===== src/rtl/axi_rom_read_arbiter.sv =====
// axi_rom_read_arbiter
// Shares one AXI4-Lite read-only boot ROM port between two requesters
// (s0 = CPU fetch, s1 = debug/loader). Round-robin on ties, one outstanding
// transaction at a time. Reads outside the ROM window or not word aligned are
// answered locally with SLVERR and never reach the ROM.
module axi_rom_read_arbiter #(
  parameter logic [31:0] ROM_BASE  = 32'h0000_0000,
  parameter int unsigned ROM_WORDS = 128,
  parameter logic [31:0] ERR_DATA  = 32'hDEAD_BEEF
) (
  input  logic        clk,
  input  logic        rst_n,
  input  logic        s0_arvalid,
  output logic        s0_arready,
  input  logic [31:0] s0_araddr,
  output logic        s0_rvalid,
  input  logic        s0_rready,
  output logic [31:0] s0_rdata,
  output logic [1:0]  s0_rresp,
  input  logic        s1_arvalid,
  output logic        s1_arready,
  input  logic [31:0] s1_araddr,
  output logic        s1_rvalid,
  input  logic        s1_rready,
  output logic [31:0] s1_rdata,
  output logic [1:0]  s1_rresp,
  output logic        rom_arvalid,
  input  logic        rom_arready,
  output logic [31:0] rom_araddr,
  input  logic        rom_rvalid,
  output logic        rom_rready,
  input  logic [31:0] rom_rdata,
  output logic        busy
);

  typedef enum logic [1:0] {
    IDLE   = 2'd0,
    ROM_AR = 2'd1,
    ROM_R  = 2'd2,
    ERR_R  = 2'd3
  } state_t;

  state_t      state_r;
  state_t      state_nxt_s;
  logic        gnt_r;
  logic        last_r;
  logic [31:0] addr_r;
  logic        req_s;
  logic        sel_s;
  logic [31:0] sel_addr_s;
  logic        g_rready_s;
  logic        done_s;

  // Window and alignment check in 33-bit arithmetic so nothing wraps past 2^32.
  function automatic logic addr_legal(input logic [31:0] addr);
    logic [32:0] off;
    off = {1'b0, addr} - {1'b0, ROM_BASE};
    return (addr[1:0] == 2'b00) &&
           ({1'b0, addr} >= {1'b0, ROM_BASE}) &&
           ({2'b00, off[32:2]} < 33'(ROM_WORDS));
  endfunction

  // Requester selection: a lone requester wins, a tie goes to the one not served last.
  always_comb begin
    req_s = s0_arvalid | s1_arvalid;
    if (s0_arvalid && s1_arvalid) begin
      sel_s = ~last_r;
    end else begin
      sel_s = s1_arvalid;
    end
    sel_addr_s = sel_s ? s1_araddr : s0_araddr;
    g_rready_s = gnt_r ? s1_rready : s0_rready;
  end

  // Next-state and output decode; every output starts from its quiet value.
  always_comb begin
    state_nxt_s = state_r;
    done_s      = 1'b0;
    s0_arready  = 1'b0;
    s0_rvalid   = 1'b0;
    s0_rdata    = 32'd0;
    s0_rresp    = 2'b00;
    s1_arready  = 1'b0;
    s1_rvalid   = 1'b0;
    s1_rdata    = 32'd0;
    s1_rresp    = 2'b00;
    rom_arvalid = 1'b0;
    rom_araddr  = 32'd0;
    rom_rready  = 1'b0;
    case (state_r)
      IDLE: begin
        // rst_n gating keeps arready low while reset is held
        if (req_s && rst_n) begin
          if (sel_s) begin
            s1_arready = 1'b1;
          end else begin
            s0_arready = 1'b1;
          end
          state_nxt_s = addr_legal(sel_addr_s) ? ROM_AR : ERR_R;
        end else begin
          state_nxt_s = IDLE;
        end
      end
      ROM_AR: begin
        rom_arvalid = 1'b1;
        rom_araddr  = addr_r - ROM_BASE;
        if (rom_arready) begin
          state_nxt_s = ROM_R;
        end else begin
          state_nxt_s = ROM_AR;
        end
      end
      ROM_R: begin
        rom_rready = g_rready_s;
        if (gnt_r) begin
          s1_rvalid = rom_rvalid;
          s1_rdata  = rom_rvalid ? rom_rdata : 32'd0;
        end else begin
          s0_rvalid = rom_rvalid;
          s0_rdata  = rom_rvalid ? rom_rdata : 32'd0;
        end
        if (rom_rvalid && g_rready_s) begin
          done_s      = 1'b1;
          state_nxt_s = IDLE;
        end else begin
          state_nxt_s = ROM_R;
        end
      end
      ERR_R: begin
        if (gnt_r) begin
          s1_rvalid = 1'b1;
          s1_rdata  = ERR_DATA;
          s1_rresp  = 2'b10;
        end else begin
          s0_rvalid = 1'b1;
          s0_rdata  = ERR_DATA;
          s0_rresp  = 2'b10;
        end
        if (g_rready_s) begin
          done_s      = 1'b1;
          state_nxt_s = IDLE;
        end else begin
          state_nxt_s = ERR_R;
        end
      end
      default: begin
        state_nxt_s = IDLE;
      end
    endcase
  end

  // State, grant, captured address and round-robin history.
  always_ff @(posedge clk or negedge rst_n) begin
    if (!rst_n) begin
      state_r <= IDLE;
      gnt_r   <= 1'b0;
      last_r  <= 1'b1;
      addr_r  <= 32'd0;
    end else begin
      state_r <= state_nxt_s;
      if ((state_r == IDLE) && req_s) begin
        gnt_r  <= sel_s;
        addr_r <= sel_addr_s;
      end
      if (done_s) begin
        last_r <= gnt_r;
      end
    end
  end

  // Busy flag follows the state register directly.
  always_comb begin
    busy = (state_r != IDLE);
  end

endmodule


===== config.mk =====
export PLATFORM = sky130hd
export DESIGN_NAME = axi_rom_read_arbiter
export DESIGN_NICKNAME = d
export VERILOG_FILES = /design/src/rtl/axi_rom_read_arbiter.sv
export SDC_FILE = /design/constraint.sdc
export NUM_CORES = 1
export LEC_CHECK = 0
export CAP_MARGIN = 20
export CORE_AREA = 2 2 89 91
export DETAILED_ROUTE_END_ITERATION = 12
export DIE_AREA = 0 0 91 93
export GPL_ROUTABILITY_DRIVEN = 0
export MAX_ROUTING_LAYER = met4
export PLACE_DENSITY = 0.91
export SKIP_CTS_REPAIR_TIMING = 1
export SLEW_MARGIN = 20
export SYNTH_ARGS = -nofsm -noshare
export SYNTH_HDL_FRONTEND = slang
export SYNTH_SLANG_ARGS = --single-unit

===== constraint.sdc =====
create_clock -name clk -period 3.4 [get_ports clk]
set_input_delay 0.68 -clock clk [delete_from_list [all_inputs] [get_ports clk]]
set_output_delay 0.68 -clock clk [all_outputs]
set_load 0.02 [all_outputs]

==> results.md <==
* Number of antenna violations at the first check in global routing at 0
* Area delta synth->final at 83.4%
* Clock Power Share at 9.9%
* Switching Fraction at 45.0%
* Yosys Warn Count at 0
* First-pass DRT Iterations at 4
* Syn Std Cell Area at 2650 µm²
* Layout cells sized above 1 at 6.59%
* Nets at 649
* Seq pwr share at 24.2%
* Setup Skew at 11.4 ps
* PD cells at 665 nW/µm²
* Worst slew margin relative to its limit at 55.9%
* Max VDD drop at 0.347 mV
* Switching Power at 1.45 mW
* Final ANT Viol Nets at 0
* Port Buf Inserts at 208
* Hold slack final at 471 ps
* Final wirelength at 11.0 mm
* Syn avg cell area at 7.61 µm²
* Slew Limit Fails at 0
* Part of the power in combinational logic at 65.9%
* Period utilization at 92.9%
* Sequential share of the synthesized area at 34.1%
* Initial Util at 35.2%
* CTS root buf: clkbuf_8
* First-pass GRT wire length at 17.3 mm
* Cell mode on critical path: nand2_1
* H-tree levels at 2
* Post-DR wirelength/cell at 17.0 µm
* Die area at 8460 µm²
* Vias in the first global route at 3343
* Post-synthesis register bit count at 36
* CORE AREA at 7530 µm²
* Clock buffer depth at 2
* Pint at 1.77 mW
* Antenna cell count at 0
* Clk slew on worst S/H paths at 80 ps
* Final setup vio count at 0
* Number of max-cap violations at 0
* Fin. Hold Viols at 0
* CTS Sinks at 36
* Row cnt at 32
* Io pins at 211
* CTS buffer count at 5
* Post-route setup TNS at 0 ps
* F_max at 317 MHz
* DP HPWL at 9.05 mm
* DRC Markers at 0
* Biggest fanout along the worst timing path at 25
* Crit start category: register
* Die X at 91 µm
* Skew-Pair Late Insertion Delay at 290 ps
* Crit path DAT at 2480 ps
* Gate Count Post-Synth at 348
* Via count at 3218
* Min Tclk post-route at 3160 ps
* Worst path cell trace: and2_1 -> buf_4 -> nand2_1 -> nand2_1 -> clkdlybuf4s50_1
* DR vias/cell at 4.97
* Total gr overflow at 0
* RSZ-0062 raised after global routing: false
* DR iter-0 viols at 99
* Hold/Removal Path Class: input port to async pin
* Placed Area at 4760 µm²
* Leak Pwr at 2.02 nW
* Crit path capture type: primary output
* Transition time of the tightest slew-check pin at 662 ps
* GRT Overall Usage at 26.7%
* Setup Crit Path Kind: register to primary output
* Largest net degree at the start of global routing at 66
* Fillers at 639
* Crit path max-delay cell type: clkdlybuf4s50_1
* Slowest Stage Delay on Critical Path at 670 ps
* Synth cell types at 32
* Tot Pwr at 3.23 mW
* CTS tree: yes
* R2R depth at 5
* Critical Path RT at 2720 ps
* Fin area at 4860 µm²
* Chip Height at 93 µm
* Status: complete, no violations
==> routing by layer <==
metal | up-vias | part of all wire [%] | track usage, %
met5 | - | 0 | -
met4 | 0 | 3.0 | 8.59
met3 | 19 | 7.9 | 5.88
met2 | 157 | 51 | 48.6
met1 | 1513 | 38 | 29.0
li1 | 1529 | - | -
==> synthesized netlist by cell type, drive strengths merged <==
| library cell | number | area [µm²] |
|---|---|---|
| nor4 | 10 | 62.6 |
| nand2 | 32 | 123 |
| buf | 27 | 165 |
| dfstp | 1 | 26.3 |
| a21boi | 1 | 11.3 |
| nor2b | 2 | 12.5 |
| a31o | 1 | 8.76 |
| mux2i | 33 | 330 |
| o21ai | 2 | 10.0 |
| nor3 | 2 | 15.0 |
| nand4 | 3 | 18.8 |
| a21oi | 35 | 201 |
| o21bai | 1 | 7.51 |
| o21a | 2 | 15.0 |
| inv | 6 | 22.5 |
| nand3 | 1 | 5.00 |
| and3 | 3 | 18.8 |
| nor2 | 97 | 372 |
| and2 | 50 | 313 |
| a22oi | 1 | 7.51 |
| conb | 1 | 3.75 |
| or4 | 1 | 11.3 |
| dfrtp | 35 | 876 |
| o31ai | 1 | 12.5 |
==> worst max-delay path, delay by kind of cell (launching register included) <==
family	cells	cell delay, ps
AND/OR/NAND/NOR	3	710
flip-flops	1	560
buffers and inverters	2	930
==> kinds of logic after synthesis <==
group,count (synthesis),synth area share (%)
compound gates,44,10.3
buf+inv,33,7.09
flops,36,34.1
mux,33,12.5
other cells,1,0.142
simple gates,201,35.9
==> state kept, by name, indices dropped and copies added (netlist names) <==
name	count
addr_r	32
state_r	2
gnt_r	1
last_r	1
==> final timing paths <==
check	slack, ps	startpoint	to
max reg2reg	1600	state_r[1]	addr_r[4]
max in group asynchronous	2570	rst_n	last_r
min in group clk	510	addr_r[12]	addr_r[12]
min reg2reg	510	addr_r[12]	addr_r[12]
max	240	state_r[1]	s1_rdata[13]
min	470	rst_n	addr_r[17]
==> cells in the final DEF, fill, tap and decap left out, types with 2 or more instances in the layout <==
master,count
clkdlybuf4s50_1,207
nor2_1,95
and2_1,50
dfrtp_1,35
mux2i_1,33
nand2_1,31
a21oi_1,28
nor4_1,10
buf_4,8
a21oi_2,7
clkbuf_8,6
inv_2,4
and3_1,3
nand4_1,3
nor2b_1,2
inv_1,2
conb_1,2
==> power groups by stage <==
stage | Combinational (mW) | Sequential (mW) | Clock [mW]
after CTS | 2.14 | 0.784 | 0.329
final | 2.13 | 0.781 | 0.321
after global placement | 2.08 | 0.777 | 0
after detailed placement | 2.13 | 0.789 | 0
after global routing | 2.28 | 0.813 | 0.348
after floorplan | 1.26 | 0.733 | 0
==> cell type report <==
cell class | count | area (µm²) | share of cell area (%)
clock buffer | 7 | 86.3 | 1.78
clock inverter | 1 | 7.51 | 0.155
inverter | 6 | 22.5 | 0.464
multi-input combinational | 280 | 1570 | 32.4
sequential | 36 | 902 | 18.6
tap | 102 | 128 | 2.63
timing repair buffer | 216 | 2140 | 44.0
==> stage by stage <==
step	instances	worst slack, ps	utilization (%)
finish	648	242	64.5
global placement	640	316	63.3
CTS	648	241	64.5
floorplan	349	1230	-
detailed placement	640	251	63.3
global route	648	60.7	64.5
No activity file was read; power rests on OpenSTA's default activity.
==> RTL change 1: new RTL, same flow settings <==
Re-encode `state_t` (4 states) as Gray code, 2 bits wide.
--- a/src/rtl/axi_rom_read_arbiter.sv
+++ b/src/rtl/axi_rom_read_arbiter.sv
@@ -34,10 +34,10 @@
 );
 
   typedef enum logic [1:0] {
-    IDLE   = 2'd0,
-    ROM_AR = 2'd1,
-    ROM_R  = 2'd2,
-    ERR_R  = 2'd3
+    IDLE   = 2'b00,
+    ROM_AR = 2'b01,
+    ROM_R  = 2'b11,
+    ERR_R  = 2'b10
   } state_t;
 
   state_t      state_r;
Check against the original RTL: no difference found for any inputs over 10 cycles, from zero or initial values and one cycle with rst_n low; not proved beyond that.
==> RTL change 1 against the original RTL <==
- clock skew shrank 0.0011 ns
- worst hold slack lost 0.21 ns
- register-to-register slack gained 0.05 ns
- worst setup slack lost 0.095 ns
- wire length shrank 4.5%
- sequential cell count is the same
- first-iteration DRC count shrank 13%
- design area is essentially flat
- total power shrank 21%
- synthesized area shrank 2.4%
- global-route usage shrank 2.0 points
- critical path depth is the same
- critical endpoint is now s1_rdata[27]
- largest cell class unchanged
- largest power group unchanged
- highest routed layer unchanged
==> RTL change 1: results (changes against the original RTL) <==
- Count of clock-net buffers in the final layout: 6 (-1)
- The buffering overhead came to 44.4% (+0.43 points).
- The per-instance average area after synthesis came to 7.43 um^2 (-2.4%).
- The minimum setup slack after placement is 0.149 ns (-0.102 ns).
* Number of multi-input logic gates: 281 (+0.36%)
- The run finished with clean final reports.
- Transition time of the tightest slew-check pin: 0.640 ns (-0.0222 ns)
- The first-pass GRT wire length is 16100 um (-6.9%).
- Area contributors post-synth: sky130_fd_sc_hd__dfrtp_1 34%, sky130_fd_sc_hd__nor2_1 14%, sky130_fd_sc_hd__mux2i_1 13%
* Distinct cell type count of the synthesized netlist: 29 (-9.4%)
- The share of the synthesized area in compound gates (AO/OA/AOI/OAI) is 9.29% (-1.1 points).
- The fraction of layout cells with a size suffix above 1 came to 4.74% (-1.9 points).
- The cell area after placement is 4750 um^2 (-0.21%).
- Relative area change from synthesis to final layout: 88.0%
- GRT met2 Usage: 45.7% (-2.9 points)
* Leading cell types by count after synthesis: 99 x sky130_fd_sc_hd__nor2_1, 49 x sky130_fd_sc_hd__and2_1, 35 x sky130_fd_sc_hd__dfrtp_1
- Fraction of power spent switching nets: 41.6% (-3.5 points)
* Share of synthesized area spent on multiplexers: 12.8% (+0.31 points)
- Routed length on met1: 3840 um (-8.0%)
* Crit-path max FO: 12 (-52%)
* Met3 Wirelength: 816 um (-6.0%)
- The post-placement cell count is 643 (+0.47%).
- The final wirelength is 10500 um (-4.5%).
- Antenna violations before repair: 0 (unchanged)
- The most used flip-flop cell after synthesis is sky130_fd_sc_hd__dfrtp_1.
* Clock-cell share of area: 2.21% (+0.28 points)
- The number of clock buffers inserted by TritonCTS came to 5 (unchanged).
- The data arrival time of the critical path came to 2.57 ns (+0.09 ns).
- The number of DRC markers in iteration 0 came to 86 (-13%).
* Adder and majority cell fraction of the synthesized area: 0% (unchanged)
* Static leakage: 2.05 nW (+1.6%)
- The number of fill cells in the layout is 641 (+0.31%).
- The path class of the tightest hold or removal check is input pin to asynchronous set/reset pin.
- CTS Buffer Depth: 2 (unchanged)
* Post-layout net count: 652 (+0.46%)
- Detail Route met2 WL: 5490 um (-2.5%)
* Number of non-clock buffers in the layout: 218 (+0.93%)
- The number of input and output port buffers inserted came to 208 (unchanged).
- The all-layer global routing usage was 24.7% (-2.0 points).
- The HPWL after detailed placement is 8620 um (-4.7%).
- The post-detailed-route wirelength per cell is 16.2 um (-5.0%).
* Maximum number of pins on one net before global-route repair: 67 (+1.5%)
- Maximum vdd drop: 0.290 mV (-17%)
- Signal routing reaches up to met4.
* Detailed-route via count: 3220 (+0.062%)
- Met1 track demand over resource in global routing: 24.5% (-4.5 points)
- Sequential fraction of the synthesis area: 34.9% (+0.84 points)
- Total area of multi-input combinational cells: 1540 um^2 (-2.1%)
- Global routing met3 resource utilization: 7.09% (+1.2 points)
* Final setup skew: 0.0104 ns (-0.00107 ns)
- The maximum single-stage delay on the critical path was 0.63 ns (-0.04 ns).
-- RTL change 1: kinds of logic after synthesis --
kind of cell,Yosys count
flops,36
compound gates,42
mux,33
other cells,1
simple gates,204
buf+inv,32
-- RTL change 1: power groups by stage --
stage | clock network, W | registers (W) | logic (W)
after global routing | 0.000399 | 0.000738 | 0.00158
after detailed placement | 0 | 0.000725 | 0.00148
after floorplan | 0 | 0.000685 | 0.000823
after global placement | 0 | 0.000713 | 0.00144
after CTS | 0.000381 | 0.000717 | 0.00148
final | 0.000372 | 0.000714 | 0.00147
-- RTL change 1: final timing paths --
check | slack (ns) | startpoint | end | depth (start not counted)
max | 0.15 | rom_rvalid | s1_rdata[27] | 5
min | 0.26 | rst_n | state_r[0] | 1
max reg2reg | 1.65 | last_r | state_r[0] | 5
min reg2reg | 0.52 | addr_r[31] | addr_r[31] | 2
max in group asynchronous | 2.48 | rst_n | addr_r[22] | 2
min in group clk | 0.52 | addr_r[31] | addr_r[31] | 2
==> RTL change 2: new RTL, config.mk and constraints unchanged <==
Made on the original files. Change the parameter `ERR_DATA` from 32'hDEAD_BEEF to 32'h80000000.
--- a/src/rtl/axi_rom_read_arbiter.sv
+++ b/src/rtl/axi_rom_read_arbiter.sv
@@ -6,7 +6,7 @@
 module axi_rom_read_arbiter #(
   parameter logic [31:0] ROM_BASE  = 32'h0000_0000,
   parameter int unsigned ROM_WORDS = 128,
-  parameter logic [31:0] ERR_DATA  = 32'hDEAD_BEEF
+  parameter logic [31:0] ERR_DATA  = 32'h80000000
 ) (
   input  logic        clk,
   input  logic        rst_n,
Check against the original RTL: not equivalent (a bounded check fails within 4 cycles, from zero or initial values and one cycle with rst_n low).
==> RTL change 2 against the original RTL <==
- critical path depth up 1
- worst setup slack improved by 0.090 ns
- global-route usage shrank 0.91 points
- final cell count shrank 6.0%
- via count fell by 8.8%
- wire length is 1.1% lower
- design area is 1.4% lower
- total power down 8.7%
- sequential cell count unchanged
- synthesized cell count fell by 13%
- synthesized area down 3.8%
- register-to-register slack worse by 0.03 ns
- die area did not move
- combinational power is 12% lower
==> RTL change 2: results (changes against the original RTL) <==
- The routed wire length on met2 came to 5620 um (-0.21%).
* Placed Cells incl. Taps: 601 (-6.1%)
* Status: finished clean
- Crit-path max FO: 32 (+28%)
- Detailed-route via count: 2936 (-8.8%)
* Count of fill cells added during filler insertion: 632 (-1.1%)
- Global routing met3 resource utilization: 7.01% (+1.1 points)
* Share of the synthesized area in compound gates (AO/OA/AOI/OAI): 10.3% (-0.085 points)
- The worst ir drop on vdd is 0.298 mV (-14%).
- Non-clk invs: 3 (-3)
- Transition time of the tightest slew-check pin: 0.610 ns (-0.0524 ns)
- The post-route standard cell area excluding fillers is 4790 um^2 (-1.4%).
- Post-layout net count: 610 (-6.0%)
* Share of cells above drive strength 1: 5.13% (-1.5 points)
- The final-layout clock-cell area share is 1.78% (-0.15 points).
* Number of multi-input logic gates: 243 (-13%)
- Static leakage: 1.92 nW (-5.0%)
- The minimum setup slack after placement came to 0.336 ns (+0.0848 ns).
* Distinct cell type count of the synthesized netlist: 29 (-9.4%)
- The number of global-route vias before repair came to 2972 (-11%).
- Sorting the synthesized cells by area gives the leading types as sky130_fd_sc_hd__dfrtp_1 34%, sky130_fd_sc_hd__and2_1 23%, sky130_fd_sc_hd__mux2i_1 13%.
- GRT Resource Usage Total: 25.8% (-0.91 points)
* Total length of routed wires: 10900 um (-1.1%)
- The post-detailed-route wirelength per cell is 17.9 um (+5.3%).
- The buffering overhead came to 45.0% (+1.0 points).
- Delay of the slowest critical-path stage: 0.62 ns (-0.05 ns)
- Arrival time reported for the critical path endpoint: 2.39 ns (-0.09 ns)
- The clock skew after layout came to 0.0111 ns (-0.000374 ns).
* Placed inst area: 4700 um^2 (-1.3%)
* Maximum number of pins on one net before global-route repair: 67 (+1.5%)
- The met1 capacity usage during global routing is 26.2% (-2.8 points).
- Number of non-clock buffers in the layout: 217 (+0.46%)
[RTL change 2: cell types whose count changed after synthesis, sizes merged, moves of 2 or more]
cell and change:
nor3 -2, buf -6, nor4 +2, inv -3, nand2 -26, and3 -2, and2 +44, a21oi -2
o21ai +5, clkbuf +2, nor2 -55
[RTL change 2: where the power goes]
part,total [W],switching (W),leakage [nW],internal (W)
sequential,0.000780,0.000134,0.398,0.000645
combinational,0.00187,0.000982,1.48,0.000885
clock,0.000301,0.000155,0.0424,0.000146
[RTL change 2: path summary, 6_finish.rpt]
path,from,endpoint,slack [ns],cells after the start
worst min register to register,addr_r[7],addr_r[7],0.52,2
worst max-delay path,rom_rvalid,s1_rdata[23],0.33,6
min in group clk,addr_r[7],addr_r[7],0.52,2
max in group asynchronous,rst_n,addr_r[12],2.52,2
worst max register to register,state_r[1],state_r[1],1.57,5
worst min-delay path,rst_n,state_r[0],0.22,1
